## src/rtl/pixel_op_pkg.sv

```systemverilog
// Shared op codes and the luma helper for the RGB point-operation engine.
package pixel_op_pkg;

  localparam logic [2:0] OP_BRI_INC = 3'b000;
  localparam logic [2:0] OP_BRI_DEC = 3'b001;
  localparam logic [2:0] OP_GRAY    = 3'b010;
  localparam logic [2:0] OP_KEEP_R  = 3'b011;
  localparam logic [2:0] OP_KEEP_G  = 3'b100;
  localparam logic [2:0] OP_KEEP_B  = 3'b101;
  localparam logic [2:0] OP_THRESH  = 3'b110;
  localparam logic [2:0] OP_INVERT  = 3'b111;

  localparam int MAX_PIX_W = 16;
  // Wide enough for R + 2G + B at the largest channel width, so no overflow for any PIX_W.
  localparam int GRAY_W    = MAX_PIX_W + 2;

  function automatic logic [GRAY_W-1:0] gray_calc(input logic [GRAY_W-1:0] r,
                                                  input logic [GRAY_W-1:0] g,
                                                  input logic [GRAY_W-1:0] b);
    logic [GRAY_W-1:0] sum;
    sum = r + (g << 1) + b;
    return sum >> 2;
  endfunction

endpackage

```

## src/rtl/pixel_op_alu.sv

```systemverilog
// Combinational stage-2 operation for one colour channel; CH_IDX selects which
// keep-channel op code passes this channel through.
module pixel_op_alu
  import pixel_op_pkg::*;
#(
  parameter int PIX_W  = 8,
  parameter int CH_IDX = 0
) (
  input  logic [2:0]        i_op,
  input  logic [PIX_W-1:0]  i_value,
  input  logic [PIX_W-1:0]  i_ch,
  input  logic [GRAY_W-1:0] i_gray,
  output logic [PIX_W-1:0]  o_ch
);

  localparam logic [PIX_W-1:0] MAX = '1;
  localparam logic [2:0] KEEP_CODE = (CH_IDX == 0) ? OP_KEEP_R :
                                     (CH_IDX == 1) ? OP_KEEP_G : OP_KEEP_B;

  logic [PIX_W:0] w_sum;
  logic           w_thr_hit;

  assign w_sum     = {1'b0, i_ch} + {1'b0, i_value};
  assign w_thr_hit = (i_gray >= GRAY_W'(i_value));

  always_comb begin
    o_ch = '0;
    case (i_op)
      OP_BRI_INC: o_ch = w_sum[PIX_W] ? MAX : w_sum[PIX_W-1:0];
      OP_BRI_DEC: o_ch = (i_ch >= i_value) ? (i_ch - i_value) : '0;
      OP_GRAY:    o_ch = i_gray[PIX_W-1:0];
      OP_KEEP_R,
      OP_KEEP_G,
      OP_KEEP_B:  o_ch = (i_op == KEEP_CODE) ? i_ch : '0;
      OP_THRESH:  o_ch = w_thr_hit ? MAX : '0;
      OP_INVERT:  o_ch = MAX - i_ch;
      default:    o_ch = '0;
    endcase
  end

endmodule

```

## src/rtl/pixel_point_op.sv

```systemverilog
// Two-stage RGB point-operation pipeline with valid/ready backpressure,
// frame-end tracking and an output pixel counter.
module pixel_point_op
  import pixel_op_pkg::*;
#(
  parameter int PIX_W = 8,
  parameter int CNT_W = 20
) (
  input  logic             clka,
  input  logic             reset,
  input  logic             in_valid,
  output logic             in_ready,
  input  logic [PIX_W-1:0] in_r,
  input  logic [PIX_W-1:0] in_g,
  input  logic [PIX_W-1:0] in_b,
  input  logic             in_last,
  input  logic [2:0]       operation,
  input  logic [PIX_W-1:0] value,
  output logic             out_valid,
  input  logic             out_ready,
  output logic [PIX_W-1:0] out_r,
  output logic [PIX_W-1:0] out_g,
  output logic [PIX_W-1:0] out_b,
  output logic             out_last,
  output logic [CNT_W-1:0] pix_count,
  output logic             frame_done
);

  // Handshake: a beat moves when valid && ready on the same edge. A stage advances
  // when it is empty or the stage after it advances, so bubbles collapse and the
  // output holds still while out_valid && !out_ready.
  logic w_adv1;
  logic w_adv2;

  logic              r_v1;
  logic [PIX_W-1:0]  r_s1_r, r_s1_g, r_s1_b;
  logic [2:0]        r_s1_op;
  logic [PIX_W-1:0]  r_s1_value;
  logic              r_s1_last;
  logic [GRAY_W-1:0] r_s1_gray;

  logic              r_v2;
  logic [PIX_W-1:0]  r_out_r, r_out_g, r_out_b;
  logic              r_out_last;
  logic [CNT_W-1:0]  r_pix_count;
  logic              r_frame_done;

  logic [PIX_W-1:0]  w_alu_r, w_alu_g, w_alu_b;
  logic [GRAY_W-1:0] w_gray;

  assign w_adv2   = !r_v2 || out_ready;
  assign w_adv1   = !r_v1 || w_adv2;
  assign in_ready = w_adv1;

  assign w_gray = gray_calc(GRAY_W'(in_r), GRAY_W'(in_g), GRAY_W'(in_b));

  always_ff @(posedge clka) begin
    if (reset) begin
      r_v1       <= 1'b0;
      r_s1_r     <= '0;
      r_s1_g     <= '0;
      r_s1_b     <= '0;
      r_s1_op    <= '0;
      r_s1_value <= '0;
      r_s1_last  <= 1'b0;
      r_s1_gray  <= '0;
    end else if (w_adv1) begin
      r_v1 <= in_valid;
      if (in_valid) begin
        r_s1_r     <= in_r;
        r_s1_g     <= in_g;
        r_s1_b     <= in_b;
        r_s1_op    <= operation;
        r_s1_value <= value;
        r_s1_last  <= in_last;
        r_s1_gray  <= w_gray;
      end
    end
  end

  pixel_op_alu #(.PIX_W(PIX_W), .CH_IDX(0)) u_alu_r (
    .i_op(r_s1_op), .i_value(r_s1_value), .i_ch(r_s1_r), .i_gray(r_s1_gray), .o_ch(w_alu_r)
  );
  pixel_op_alu #(.PIX_W(PIX_W), .CH_IDX(1)) u_alu_g (
    .i_op(r_s1_op), .i_value(r_s1_value), .i_ch(r_s1_g), .i_gray(r_s1_gray), .o_ch(w_alu_g)
  );
  pixel_op_alu #(.PIX_W(PIX_W), .CH_IDX(2)) u_alu_b (
    .i_op(r_s1_op), .i_value(r_s1_value), .i_ch(r_s1_b), .i_gray(r_s1_gray), .o_ch(w_alu_b)
  );

  always_ff @(posedge clka) begin
    if (reset) begin
      r_v2       <= 1'b0;
      r_out_r    <= '0;
      r_out_g    <= '0;
      r_out_b    <= '0;
      r_out_last <= 1'b0;
    end else if (w_adv2) begin
      r_v2 <= r_v1;
      if (r_v1) begin
        r_out_r    <= w_alu_r;
        r_out_g    <= w_alu_g;
        r_out_b    <= w_alu_b;
        r_out_last <= r_s1_last;
      end
    end
  end

  // Counter restarts at the frame's last beat; it wraps naturally at full scale.
  always_ff @(posedge clka) begin
    if (reset) begin
      r_pix_count  <= '0;
      r_frame_done <= 1'b0;
    end else begin
      r_frame_done <= 1'b0;
      if (r_v2 && out_ready) begin
        if (r_out_last) begin
          r_pix_count  <= '0;
          r_frame_done <= 1'b1;
        end else begin
          r_pix_count <= r_pix_count + 1'b1;
        end
      end
    end
  end

  assign out_valid  = r_v2;
  assign out_r      = r_out_r;
  assign out_g      = r_out_g;
  assign out_b      = r_out_b;
  assign out_last   = r_out_last;
  assign pix_count  = r_pix_count;
  assign frame_done = r_frame_done;

endmodule

```

## config.mk

```make
export PLATFORM = sky130hd
export DESIGN_NAME = pixel_point_op
export DESIGN_NICKNAME = d
export VERILOG_FILES = /design/src/rtl/pixel_op_pkg.sv /design/src/rtl/pixel_op_alu.sv /design/src/rtl/pixel_point_op.sv
export SDC_FILE = /design/constraint.sdc
export NUM_CORES = 1
export LEC_CHECK = 0
export BUFFER_PORTS_ARGS = -buffer_cell sky130_fd_sc_hd__buf_2
export CAP_MARGIN = 20
export CORE_UTILIZATION = 60
export DETAILED_ROUTE_END_ITERATION = 12
export GPL_TIMING_DRIVEN = 1
export PLACE_DENSITY_LB_ADDON = 0.08
export SLEW_MARGIN = 20
export SYNTH_ARGS = -nofsm -noshare
export SYNTH_HDL_FRONTEND = slang
export SYNTH_SLANG_ARGS = --single-unit
```

## constraint.sdc

```tcl
create_clock -name clka -period 3.2 [get_ports clka]
set_input_delay 0.32 -clock clka [delete_from_list [all_inputs] [get_ports clka]]
set_output_delay 0.32 -clock clka [all_outputs]
set_load 0.05 [all_outputs]
```

# Word-level counts from Yosys, hierarchy flattened
# Index checks and enable logic that the tools add are counted.
# op_classes
add_sub_neg	12
order_cmp	4
eq_ne	7
mux	15
bitwise	1
n_reduce_logical	10
# op_table
op	n
$pmux 8 s6	3
$mux 8	10
$add 8x8->9	3
$ge 8x8->1	3
$sub 8x8->8	3
$sub 8x8->8 const A	3
$add 20x1->20 const B	1
$mux 20	1
$ge 16x8->1	1
$eq 3x3->1 const B	4
$add 10x8->11	1
$add 8x9->10	1
$eq 3x2->1 const B	2
$reduce_and 2->1	2
$eq 3x1->1 const B	1
$logic_not 3->1	1
$reduce_or 3->1	1
$logic_not 1->1	2
$logic_or 1x1->1	2
$reduce_or 2->1	1
$logic_and 1x1->1	1
$mux 1	1
$not 1->1	1
# totals
register_bits	100
inputBits	40
out_inout_bits	48
wordCells	64

# Depth between registers and ports, before layout
# logic_depth
word_depth	4
depth_mapped	10

# Hierarchy
# From an unflattened synthesis, not the netlist that was laid out.
# hier_totals
hier_cells	942
area_unflattened_um2	7528.5
# by_module_without_submodules
mod	n_inst	cells_per_inst	area_per_inst_um2
pixel_point_op	1	460	3842.4
pixel_op_alu at u_alu_b	1	157	1267.5
pixel_op_alu at u_alu_r	1	165	1266.2
pixel_op_alu at u_alu_g	1	160	1152.4

# Least setup slack after synthesis
# OpenSTA, ideal clock, no wires.
# synth_timing
path_kind	register -> register
startpoint	reg r_s1_value[1]
endpoint	reg r_out_r[7] (netlist: out_r[7])
setup_ns	0.117
arrival_time_ns	2.431
required_time_ns	3.083
path_slack_ns	0.652
path_stages_with_launch	9
n_path_buf	0
path_cell_list	dfxtp_1 > inv_1 > fa_1 > a21o_1 > a2111oi_4 > nor2_1 > a31oi_4 > o211ai_1 > a32o_1
# synth_via
elab_chain_len	3
elab_cells_between_ends	8
classes_between	2 x add/sub; 2 x order compare; 4 x mux
# synth_lines
item	line_no	source
start: declaration	pixel_point_op.sv:38	logic [PIX_W-1:0] r_s1_value;
start signal: assignment	pixel_point_op.sv:74	r_s1_value <= value;
$ge 16x8->1 (tied with other cells)	pixel_op_alu.sv:24	assign w_thr_hit = (i_gray >= GRAY_W'(i_value));
$mux 8 (on tied branches)	pixel_op_alu.sv:35, pixel_op_alu.sv:29, pixel_op_alu.sv:30	
$pmux 8 s6 (*)	pixel_op_alu.sv:28	case (i_op)
end signal: assignment	pixel_point_op.sv:101	r_out_r <= w_alu_r;
end: declaration	pixel_point_op.sv:43	logic [PIX_W-1:0] r_out_r, r_out_g, r_out_b;
# Every way passes the cells marked *; elsewhere a longest branch is shown, timed or not.
# A chain may end at the register's enable or synchronous reset.

# Worst setup path in the final report
# layout_timing
startpoint	reg r_s1_value[3]
endpoint	reg r_out_b[1] (netlist: out_b[1])
# layout_via
elab_chain_len	3
elab_cells_between_ends	7
classes_between	1 x add/sub; 2 x order compare; 4 x mux
# layout_lines
item	line_no	source
$ge 16x8->1 (tied with other cells)	pixel_op_alu.sv:24	
$mux 8 (on tied branches)	pixel_op_alu.sv:35, pixel_op_alu.sv:29, pixel_op_alu.sv:30	
$pmux 8 s6 (*)	pixel_op_alu.sv:28	
end signal: assignment	pixel_point_op.sv:103	r_out_b <= w_alu_b;
end: declaration	pixel_point_op.sv:43	
# Marked as above.

==> metrics.md <==
| Metric | Value |
|---|---|
| R2R setup slack | 330 ps |
| # diodes | 0 |
| CTS Hold Bufs | 0 |
| Synth Net Count | 1007 |
| Post_cts resized | 0 |
| Final Util | 69.5% |
| Core ar. | between 0.01 and 0.015 mm2 |
| HP Class | in2reg |
| Critical path startpoint category | flip-flop |
| H-tree levels | 3 |
| CP top delay family | compound AO/OA/AOI/OAI gates |
| First-pass iteration count of the detailed router | 9 |
| PortBufs | 87 |
| Vias in the first global route | 6426 |
| Synthesis-stage register bit count | 92 |
| Worst hold endpoint | r_s1_op[0]$_SDFFE_PP0P_ |
| Switching fraction of total power | approximately 36% |
| Crit path depth | 8 |
| Register area share after synthesis | 25.9% |
| Final setup TNS | 0 ps |
| Die ar. | 0.0123 mm2 |
| Worst path cell trace | inv_1 > ha_1 > and2_4 > a311oi_4 > a31oi_1 > o21a_2 > a2111oi_2 > nor4_1 |
| RSZ-0062 raised after global routing | false |
| WP data required | approximately 3400 ps |
| Worst VDD drop | 0.387 mV |
| DRC violations left | 12 |
| Main synth FF type | dfxtp_1 |
| Lkg Pwr | 0.00340 uW |
| CTS Root Cell | clkbuf_16 |
| IO Pins | 88 |
| Synth-to-Final Area Change | 12.4% |
| Synth cell types | 80 |
| Clock Skews | 11.3 ps |
| Syn. warnings | 0 |
| First-pass GRT wire length | ~34 mm |
| Die X | 111 um |
| WL final | ~22 mm |
| R2R cell count | 8 |
| Status | finished, violations left |
| Setup violators final | 0 |
| Initial core utilization | 61.8% |
| Sequential share of power | roughly a third |
| Post-layout nets | 1079 |
| Worst-path clk slew | 70 ps |
| Max cap viols | 0 |
| Logic pwr share | 32.0% |
| Internal power | ~2400 uW |
| CP max stage cell | ha_1 |
| Post-layout minimum cycle time | around 2900 ps |
| CTS tree | done |
| WP buf/inv | 1 |
| Post-route ant nets | 0 |
| Vias after detailed routing | 6983 |
| Largest net degree at the start of global routing | 55 |
| Total GRT Usage | a little over a third |
| Clock power frac | between 30% and 40% |
| Final Hold Fails | 0 |
| Least-Margin Pin Slew | 973 ps |
| Initial antenna violation count | 0 |
| Number of synthesized flops with an enable pin | 0 |
| Row count | 39 |
| Max FO, Critical Path | 10 |
| Iter 0 DRT Violations | 722 |
| Post-Syn Area | 0.00712 mm2 |
| Max stage delay on crit path | 490 ps |
| Hold Path Stages | 3 |
| Final GP Congestion | around 0.98 |
| Avg Cell Area, Syn | between 8 and 9 um2 |
| Max frequency | 348 MHz |
| Share of cells above drive strength 1 | 15.3% |
| Clk buf depth | 2 |
| Power per cell area | 457 mW/mm2 |
| Failing checks | DRC |
| CP endpoint kind | flip-flop |
| CTS sink count | 92 |
| Setup CP Type | reg2reg |
| # fillers | roughly 940 |
| Sw Pwr | ~1300 uW |
| Remaining global-route overflow | 0 |
| FF-to-FF Start | r_s1_value[3]$_SDFFE_PP0P_ |
| CP Data Arrival Time | 3110 ps |
| Max-slew violations | 0 |
| Fin crit share | 89.8% |
| Slew HR | between 30% and 40% |
| Total CTS buffers | 9 |
| FFs w/ async S/R, synth | 0% |
| Post-Synthesis Cells | 889 |
| Later-pin clock latency in the skew report | 350 ps |
| HPWL Detailed | about 17 mm |
| Hold Crit Start | operation[0] |
| Reg2reg end | out_b[1]$_SDFFE_PP0P_ |
| Vias/cell | 6.30 |
| Setup Fix Bufs, Post-CTS | 0 |
| Die H | 111 um |
| WL/cell | between 15 and 20 um |
-- registers in the layout (all words and copies together), names as in the netlist --
name,cells
frame_done,1
out_b,8
out_g,8
out_last,1
out_r,8
out_valid,1
pix_count,20
r_s1_b,8
r_s1_g,8
r_s1_gray,8
r_s1_last,1
r_s1_op,3
r_s1_r,8
r_s1_value,8
r_v1,1
-- cell usage in the layout, fill, tap and decap left out, drive strengths merged, types with 15 or more instances in the layout --
cell   synthesis  layout
a21oi         85      85
buf           19     106
dfxtp         92      92
ha            64      64
inv           36      38
nand2        125     125
nand3         19      19
nor2          72      72
nor3          19      19
o21a          15      15
o21ai         57      57
xnor2         32      32
xor2          27      27
-- cell type report --
class                           instances  area [um2]  area share [%]
Clock buffer                           10         239            2.99
Clock inverter                          6        93.8            1.17
Inverter                               37         139            1.73
Multi-Input combinational cell        715        4930            61.6
Sequential cell                        92        1840            23.0
Tap cell                              143         179            2.24
Timing Repair Buffer                  106         578            7.22
-- tightest hold or removal path, delay by kind of cell --
family / cells / cell delay [ps]
buf+inv: 1 / 90
simple gates: 1 / 40
compound gates: 1 / 50
-- metrics by stage --
step           power (uW)  cells  worst slack, ps  cell area, um2  hold WS, ps
4_1_cts              3640   1109              362            8010          193
3_3_place_gp         2420   1093              564            7670          434
6_report             3660   1109              328            8010          203
2_1_floorplan        2150    889              652            7120          432
5_1_grt              3810   1109              209            8010          196
3_5_place_dp         2450   1093              445            7670          439
-- synth_stat cells, types with 7 or more instances --
master	count	area [um2]
a21o_1	8	60.1
a21oi_1	85	425
a31oi_1	13	81.3
a32oi_1	8	70.1
and3_1	7	43.8
buf_2	12	60.1
clkbuf_1	24	90.1
dfxtp_1	92	1840
fa_1	14	280
ha_1	64	801
inv_1	36	135
nand2_1	125	469
nand2b_1	9	56.3
nand3_1	19	95.1
nand3b_1	7	52.6
nand4_1	9	56.3
nor2_1	71	267
nor2b_1	10	62.6
nor3_1	19	95.1
o211ai_1	11	82.6
o21a_1	14	105
o21ai_0	50	250
o21ai_1	7	35.0
xnor2_1	32	280
xor2_1	27	236
-- power by group through the flow --
stage / sequential, uW / combinational [uW] / clock, uW
global placement: 1310 / 1110 / 0
detailed placement: 1310 / 1130 / 0
floorplan: 1370 / 780 / 0
CTS: 1290 / 1140 / 1210
global route: 1300 / 1270 / 1250
finish: 1290 / 1170 / 1190
-- cells by family after synthesis --
group | count (synthesis) | share of synthesized area (%)
DFF | 92 | 25.9
buffers and inverters | 82 | 4.99
adders and majority gates | 78 | 15.2
and+or+nand+nor | 305 | 19.9
xor gates and xnor gates | 59 | 7.26
muxes | 2 | 0.299
AOI/OAI and AO/OA | 271 | 26.5
-- metal layers --
metal / global-route usage (%) / share of wire (%) / up-vias
met5: 0 / 0 / -
met3: 6.56 / 7.9 / 44
li1: - / - / 3321
met1: 49.4 / 45 / 3301
met4: 14.4 / 3.2 / 0
met2: 56.0 / 44 / 317
-- worst max path at each step --
stage               slack, ps               endpoint                        from
finish                    330  out_b[1]$_SDFFE_PP0P_  r_s1_value[3]$_SDFFE_PP0P_
global route              210  out_b[1]$_SDFFE_PP0P_  r_s1_value[3]$_SDFFE_PP0P_
CTS                       360  out_b[1]$_SDFFE_PP0P_  r_s1_value[3]$_SDFFE_PP0P_
detailed placement        440  out_b[1]$_SDFFE_PP0P_  r_s1_value[3]$_SDFFE_PP0P_
global placement          560  out_r[7]$_SDFFE_PP0P_  r_s1_value[0]$_SDFFE_PP0P_
floorplan                 650  out_r[7]$_SDFFE_PP0P_  r_s1_value[1]$_SDFFE_PP0P_
(Power assumes the default switching activity.)
